--- src/rtl/fp16_pkg.sv ---
// Shared fp16 format constants, accumulator state encoding and classification helpers.
package fp16_pkg;
   localparam int FLOAT_LEN = 16;
   localparam int EXP_LEN   = 5;
   localparam int MANT_LEN  = 10;

   localparam logic [FLOAT_LEN-1:0] FP16_ZERO = 16'h0000;
   localparam logic [FLOAT_LEN-1:0] FP16_PINF = 16'h7C00;
   localparam logic [FLOAT_LEN-1:0] FP16_QNAN = 16'h7E00;

   typedef enum logic [1:0] {IDLE, ACC, DONE} acc_state_t;

   function automatic logic fp16_is_nan(input logic [FLOAT_LEN-1:0] x);
      return (&x[MANT_LEN +: EXP_LEN]) && (|x[MANT_LEN-1:0]);
   endfunction

   function automatic logic fp16_is_inf(input logic [FLOAT_LEN-1:0] x);
      return (&x[MANT_LEN +: EXP_LEN]) && !(|x[MANT_LEN-1:0]);
   endfunction
endpackage

--- src/rtl/float16_adder.sv ---
// Combinational fp16 adder: align, add/subtract, normalise, round-to-nearest-even,
// with subnormal, infinity and NaN handling.
module float16_adder
   import fp16_pkg::*;
(
   input  logic [15:0] a,
   input  logic [15:0] b,
   output logic [15:0] sum
);
   logic        swap, eff_sub, any_nan, a_inf, b_inf;
   logic [15:0] big, sml;
   logic [4:0]  e_big, e_sml, d;
   logic [3:0]  d_c;
   logic [10:0] m_big, m_sml;
   logic [27:0] sh;
   logic [13:0] big14, sml14;
   logic [14:0] s;
   logic [6:0]  e;
   logic [10:0] mant;
   logic [11:0] r;
   logic        rnd_up;

   always_comb begin
      any_nan = fp16_is_nan(a) || fp16_is_nan(b);
      a_inf   = fp16_is_inf(a);
      b_inf   = fp16_is_inf(b);
      eff_sub = a[15] ^ b[15];
      swap    = b[14:0] > a[14:0];
      big     = swap ? b : a;
      sml     = swap ? a : b;
      e_big   = (big[14:10] == 5'd0) ? 5'd1 : big[14:10];
      e_sml   = (sml[14:10] == 5'd0) ? 5'd1 : sml[14:10];
      m_big   = {big[14:10] != 5'd0, big[9:0]};
      m_sml   = {sml[14:10] != 5'd0, sml[9:0]};
      d       = e_big - e_sml;
      // A shift of 15 already pushes every smaller-operand bit into the sticky region.
      d_c     = (d > 5'd15) ? 4'd15 : d[3:0];
      sh      = {m_sml, 17'd0} >> d_c;
      big14   = {m_big, 3'b000};
      sml14   = {sh[27:15], sh[14] | (|sh[13:0])};
      s       = eff_sub ? ({1'b0, big14} - {1'b0, sml14}) : ({1'b0, big14} + {1'b0, sml14});
      e       = {2'b00, e_big};

      if (s[14]) begin
         s = {1'b0, s[14:2], s[1] | s[0]};
         e = e + 7'd1;
      end else begin
         for (int i = 0; i < 14; i++) begin
            if (s != 15'd0 && !s[13] && e > 7'd1) begin
               s = s << 1;
               e = e - 7'd1;
            end
         end
      end

      mant   = s[13:3];
      rnd_up = s[2] && ((|s[1:0]) || mant[0]);
      r      = {1'b0, mant} + {11'd0, rnd_up};
      if (r[11]) begin
         r = r >> 1;
         e = e + 7'd1;
      end

      if (any_nan || (a_inf && b_inf && eff_sub))
         sum = FP16_QNAN;
      else if (a_inf)
         sum = a;
      else if (b_inf)
         sum = b;
      else if (e >= 7'd31)
         sum = {big[15], FP16_PINF[14:0]};
      else if (r == 12'd0 && eff_sub)
         sum = FP16_ZERO;
      else
         sum = {big[15], r[10] ? e[4:0] : 5'd0, r[9:0]};
   end
endmodule

--- src/rtl/fp16_accumulator.sv ---
// Sequential fp16 vector sum: folds cfg_len handshaked operands into a running
// sum and presents the result with sticky overflow/NaN flags.
module fp16_accumulator #(
   parameter int FLOAT_LEN = 16,
   parameter int EXP_LEN   = 5,
   parameter int MANT_LEN  = 10,
   parameter int CNT_W     = 8
) (
   input  logic                 clk,
   input  logic                 rst_n,
   input  logic                 start,
   input  logic [CNT_W-1:0]     cfg_len,
   input  logic                 in_valid,
   output logic                 in_ready,
   input  logic [FLOAT_LEN-1:0] in_data,
   output logic                 out_valid,
   input  logic                 out_ready,
   output logic [FLOAT_LEN-1:0] out_data,
   output logic                 out_ovf,
   output logic                 out_nan,
   output logic                 busy
);
   import fp16_pkg::*;

   acc_state_t              state;
   logic [CNT_W-1:0]        len_q;
   logic [CNT_W-1:0]        cnt;
   logic [FLOAT_LEN-1:0]    acc;
   logic [EXP_LEN+MANT_LEN:0] sum;
   logic                    ovf, nan;

   float16_adder u_adder (
      .a   (acc),
      .b   (in_data),
      .sum (sum)
   );

   assign in_ready  = (state == ACC);
   assign out_valid = (state == DONE);
   assign busy      = (state != IDLE);
   assign out_data  = acc;
   assign out_ovf   = ovf;
   assign out_nan   = nan;

   always_ff @(posedge clk) begin
      if (!rst_n) begin
         state <= IDLE;
         len_q <= '0;
         cnt   <= '0;
         acc   <= FP16_ZERO;
         ovf   <= 1'b0;
         nan   <= 1'b0;
      end else begin
         case (state)
            IDLE: begin
               if (start) begin
                  len_q <= cfg_len;
                  cnt   <= '0;
                  acc   <= FP16_ZERO;
                  ovf   <= 1'b0;
                  nan   <= 1'b0;
                  state <= (cfg_len == '0) ? DONE : ACC;
               end
            end
            ACC: begin
               if (in_valid) begin
                  acc <= sum;
                  cnt <= cnt + 1'b1;
                  ovf <= ovf | fp16_is_inf(sum);
                  nan <= nan | fp16_is_nan(in_data) | fp16_is_nan(sum);
                  if (cnt == len_q - 1'b1)
                     state <= DONE;
               end
            end
            DONE: begin
               if (out_ready)
                  state <= IDLE;
            end
            default: state <= IDLE;
         endcase
      end
   end
endmodule

--- config.mk ---
export PLATFORM = sky130hd
export DESIGN_NAME = fp16_accumulator
export DESIGN_NICKNAME = d
export VERILOG_FILES = /design/src/rtl/fp16_pkg.sv /design/src/rtl/float16_adder.sv /design/src/rtl/fp16_accumulator.sv
export SDC_FILE = /design/constraint.sdc
export NUM_CORES = 1
export LEC_CHECK = 0
export ABC_AREA = 1
export CAP_MARGIN = 20
export CORE_MARGIN = 5
export CORE_UTILIZATION = 70
export DETAILED_ROUTE_END_ITERATION = 12
export HOLD_SLACK_MARGIN = 0.06
export PLACE_DENSITY = 0.9
export SLEW_MARGIN = 20
export SYNTH_ARGS = -nofsm -noshare
export SYNTH_HDL_FRONTEND = slang
export SYNTH_HIERARCHICAL = 1
export SYNTH_SLANG_ARGS = --single-unit
--- constraint.sdc ---
create_clock -name clk -period 43.7 [get_ports clk]
set_clock_uncertainty 0.2 [all_clocks]
set_input_delay 6.555 -clock clk [delete_from_list [all_inputs] [get_ports clk]]
set_output_delay 6.555 -clock clk [all_outputs]
set_load 0.01 [all_outputs]
==> impl_metrics.ini <==
[logic_synthesis]
yosysSeqAreaShare_pct = 5.442
mappedNetlistArea_mm2 = 0.01324
yosys_register_bits = 36
synth_edf_count = 0
synth.net_count = 2571
synth_async_sr_flop_share_pct = 0
ys.flop_type = sky130_fd_sc_hd__dfxtp_1
yosys_warnings = 6
post_synth_inst_count = 2464
synth.avg_cell_area_um2 = 5.374
post_synth_num_cell_types = 67

[floorplanning]
initial_core_util_pct = 71.03
dieHeight_um = 147.5
design.die.area_mm2 = 0.02177
fp.coreArea_mm2 = 0.01864
die_extent_in_x_um = 147.5
floorplan.io_pins = 50
row_count = 50

[critical_path]
timing.critical_path.slowest_cell_delay_ns = 0.57
worst_ep_arrival_time_ns = 32.40
critPathSlowestCell = sky130_fd_sc_hd__nand2_1
ff2ff_path_depth = 158
worstSetupEndpoint = out_nan$_SDFFE_PN0P_
cp_data_required_time_ns = 43.68
critical_path_startpoint = in_data[14]
crit-reg2reg-capture = out_nan$_SDFFE_PN0P_
reg2reg_setup_slack_ns = 17.52
maximum_fanout_count_along_the_critical_path = 48
timing.rr.start = out_data[12]$_SDFFE_PN0P_
startpoint_type = primary input
critPathMostFrequentCell = sky130_fd_sc_hd__nand2_1
ws_path_type = in -> reg
setup.worst_path.end_class = flip-flop

[layout]
number_of_diodes_added_for_antenna_fixing = 0
layout.cells.most_common = sky130_fd_sc_hd__nand2_1
n_fill_cell = 1681
final_net_count = 2559
layout.cells.most_common_list = 777 x sky130_fd_sc_hd__nand2_1, 349 x sky130_fd_sc_hd__inv_1, 205 x sky130_fd_sc_hd__nand3_1
drive_above_1_share_pct = 12.23
area_growth_syn_to_layout_pct = 3.005

[clock_network]
root_buffer = sky130_fd_sc_hd__clkbuf_16
clock-sinks = 36
postCtsHoldBufs = 0
clock_insertion_delay_worst_skew_ns = 0.28
clk_transition_reported_paths_ns = 0.05
tritoncts_clock_tree = done
numCtsBuffers = 5
post_cts_buffers = 0
cts_htree_levels = 2
cts_repair_resize_count = 0
clock_path_buffers = 2

[global_route]
antenna_found_initial = 0
grt_start_max_net_pins = 49
grt_pass1_wl_um = 60510
global_route.usage.total_pct = 31.31
globalRouteOverflowTotal = 0
grt_pass1_vias = 14038

[run_status]
run_status = finished, final reports clean

[placement]
port-buffer-count = 49
detailedPlacementHpwl_um = 28470
gp_congestion = 1.046

[sta]
finalCritPeriodShare_pct = 74.18
drv_slew = 0
setup_repair_after_global_routing_missed_its_margin = false
timing.final.hold_violations = 0
fmaxAchievable_ghz = 0.03085
setup_total_negative_slack_ns = 0
timing.final.setup_violations = 0
timing.slew.headroom_pct = 47.43
fin_crit_ns = 32.42
timing_worst_slew_pin_value_ns = 0.7886

[min_path]
hold_path.class = reg -> reg

[drt]
drt-wirelength-per-cell_um = 13.15
dr_pass1_iterations = 8
remaining_drc_errors = 0
ant_nets = 0
routed_via_density = 5.725
drt_iter0_drc = 1058
via_count = 15383
route.final.wire_length_um = 35320

[job]
max-cap-violations = 0
[metrics by stage]
stage | util, % | cells | hold slack [ns] | instance area, um^2 | worst slack, ns
floorplan | - | 2464 | 0.2426 | 13240 | 18.18
global placement | 72.27 | 2679 | 0.2548 | 13470 | 12.78
detailed placement | 72.27 | 2679 | 0.2531 | 13470 | 11.48
CTS | 73.17 | 2687 | 0.2681 | 13640 | 11.70
global route | 73.17 | 2687 | 0.2803 | 13640 | 8.441
finish | 73.17 | 2687 | 0.2724 | 13640 | 11.28
[critical path, delay by kind of cell]
| family | cells | cell delay (ns) |
|---|---|---|
| AOI/OAI and AO/OA | 17 | 3.31 |
| and+or+nand+nor | 101 | 16.05 |
| buffers and inverters | 22 | 2.57 |
| adders and majority gates | 16 | 3.52 |
| xor gates and xnor gates | 2 | 0.35 |
[worst min-delay path by stage]
stage | startpoint | slack (ns) | cells after the start | to
after floorplan | cnt[7]$_SDFFE_PN0P_ | 0.24 | 1 | cnt[7]$_SDFFE_PN0P_
after global placement | out_ovf$_SDFFE_PN0P_ | 0.25 | 2 | out_ovf$_SDFFE_PN0P_
after detailed placement | out_ovf$_SDFFE_PN0P_ | 0.25 | 2 | out_ovf$_SDFFE_PN0P_
after CTS | out_ovf$_SDFFE_PN0P_ | 0.27 | 2 | out_ovf$_SDFFE_PN0P_
after global routing | out_ovf$_SDFFE_PN0P_ | 0.28 | 2 | out_ovf$_SDFFE_PN0P_
final | out_ovf$_SDFFE_PN0P_ | 0.27 | 2 | out_ovf$_SDFFE_PN0P_
[state kept, by name, summed over array words and instances, names as in the netlist]
name and flops:
out_nan 1, cnt 8, out_ovf 1, out_data 16, len_q 8, state 2
[cell usage after synthesis (3+ instances only)]
cell type	n	share of area [%]
sky130_fd_sc_hd__nand2_1	777	22
sky130_fd_sc_hd__inv_1	349	9.9
sky130_fd_sc_hd__nand3_1	205	7.7
sky130_fd_sc_hd__o21ai_0	186	7.0
sky130_fd_sc_hd__nor2_1	164	4.6
sky130_fd_sc_hd__nand2_2	114	5.4
sky130_fd_sc_hd__ha_1	76	7.2
sky130_fd_sc_hd__a21oi_1	73	2.8
sky130_fd_sc_hd__nand4_1	72	3.4
sky130_fd_sc_hd__nor2_2	40	1.9
sky130_fd_sc_hd__inv_2	39	1.1
sky130_fd_sc_hd__dfxtp_1	36	5.4
sky130_fd_sc_hd__o21ai_1	32	1.2
sky130_fd_sc_hd__buf_6	25	2.1
sky130_fd_sc_hd__xor2_1	22	1.5
sky130_fd_sc_hd__nand2_4	21	1.8
sky130_fd_sc_hd__nor2_4	17	1.4
sky130_fd_sc_hd__nor3_1	17	0.64
sky130_fd_sc_hd__xnor2_1	17	1.1
sky130_fd_sc_hd__nand3_2	16	1.2
sky130_fd_sc_hd__clkbuf_1	15	0.43
sky130_fd_sc_hd__nor4_1	13	0.61
sky130_fd_sc_hd__buf_4	11	0.62
sky130_fd_sc_hd__buf_2	10	0.38
sky130_fd_sc_hd__nand3_4	10	1.3
sky130_fd_sc_hd__nand3b_1	10	0.57
sky130_fd_sc_hd__o21ai_2	10	0.66
sky130_fd_sc_hd__clkinv_1	8	0.23
sky130_fd_sc_hd__o21a_1	7	0.40
sky130_fd_sc_hd__or2_1	7	0.33
sky130_fd_sc_hd__a31oi_1	6	0.28
sky130_fd_sc_hd__and2_1	5	0.24
sky130_fd_sc_hd__a21oi_2	3	0.20
sky130_fd_sc_hd__inv_4	3	0.14
sky130_fd_sc_hd__nand4_2	3	0.28
sky130_fd_sc_hd__o211ai_1	3	0.17
sky130_fd_sc_hd__o21bai_2	3	0.26
sky130_fd_sc_hd__o31ai_1	3	0.17
[per-layer routing]
metal	part of all wire (%)	track usage (%)
met4	4.2	13.23
met3	5.6	2.698
met1	43	38.13
met5	0	0
met2	48	56.37
[final cells by class]
cell class	count	area, um^2	share of cell area [%]
flip-flops and latches	36	720.7	5.283
repair buffers	50	498.0	3.651
inverters	399	1505	11.03
multi-input cells	1960	10460	76.66
clock inverters	3	42.54	0.3119
clock buffers	5	125.1	0.9173
well taps	234	292.8	2.146
[cell families after synthesis]
family          share of synthesized area (%)
compound gates                          14.06
xor+xnor                                2.910
fa+ha+maj                               7.483
buf+inv                                 15.60
flops                                   5.442
mux                                   0.07559
simple gates                            54.43
Power is left out: the tool's default activity adds up to more than one toggle a clock period on the data nets, which glitch-free logic cannot reach.
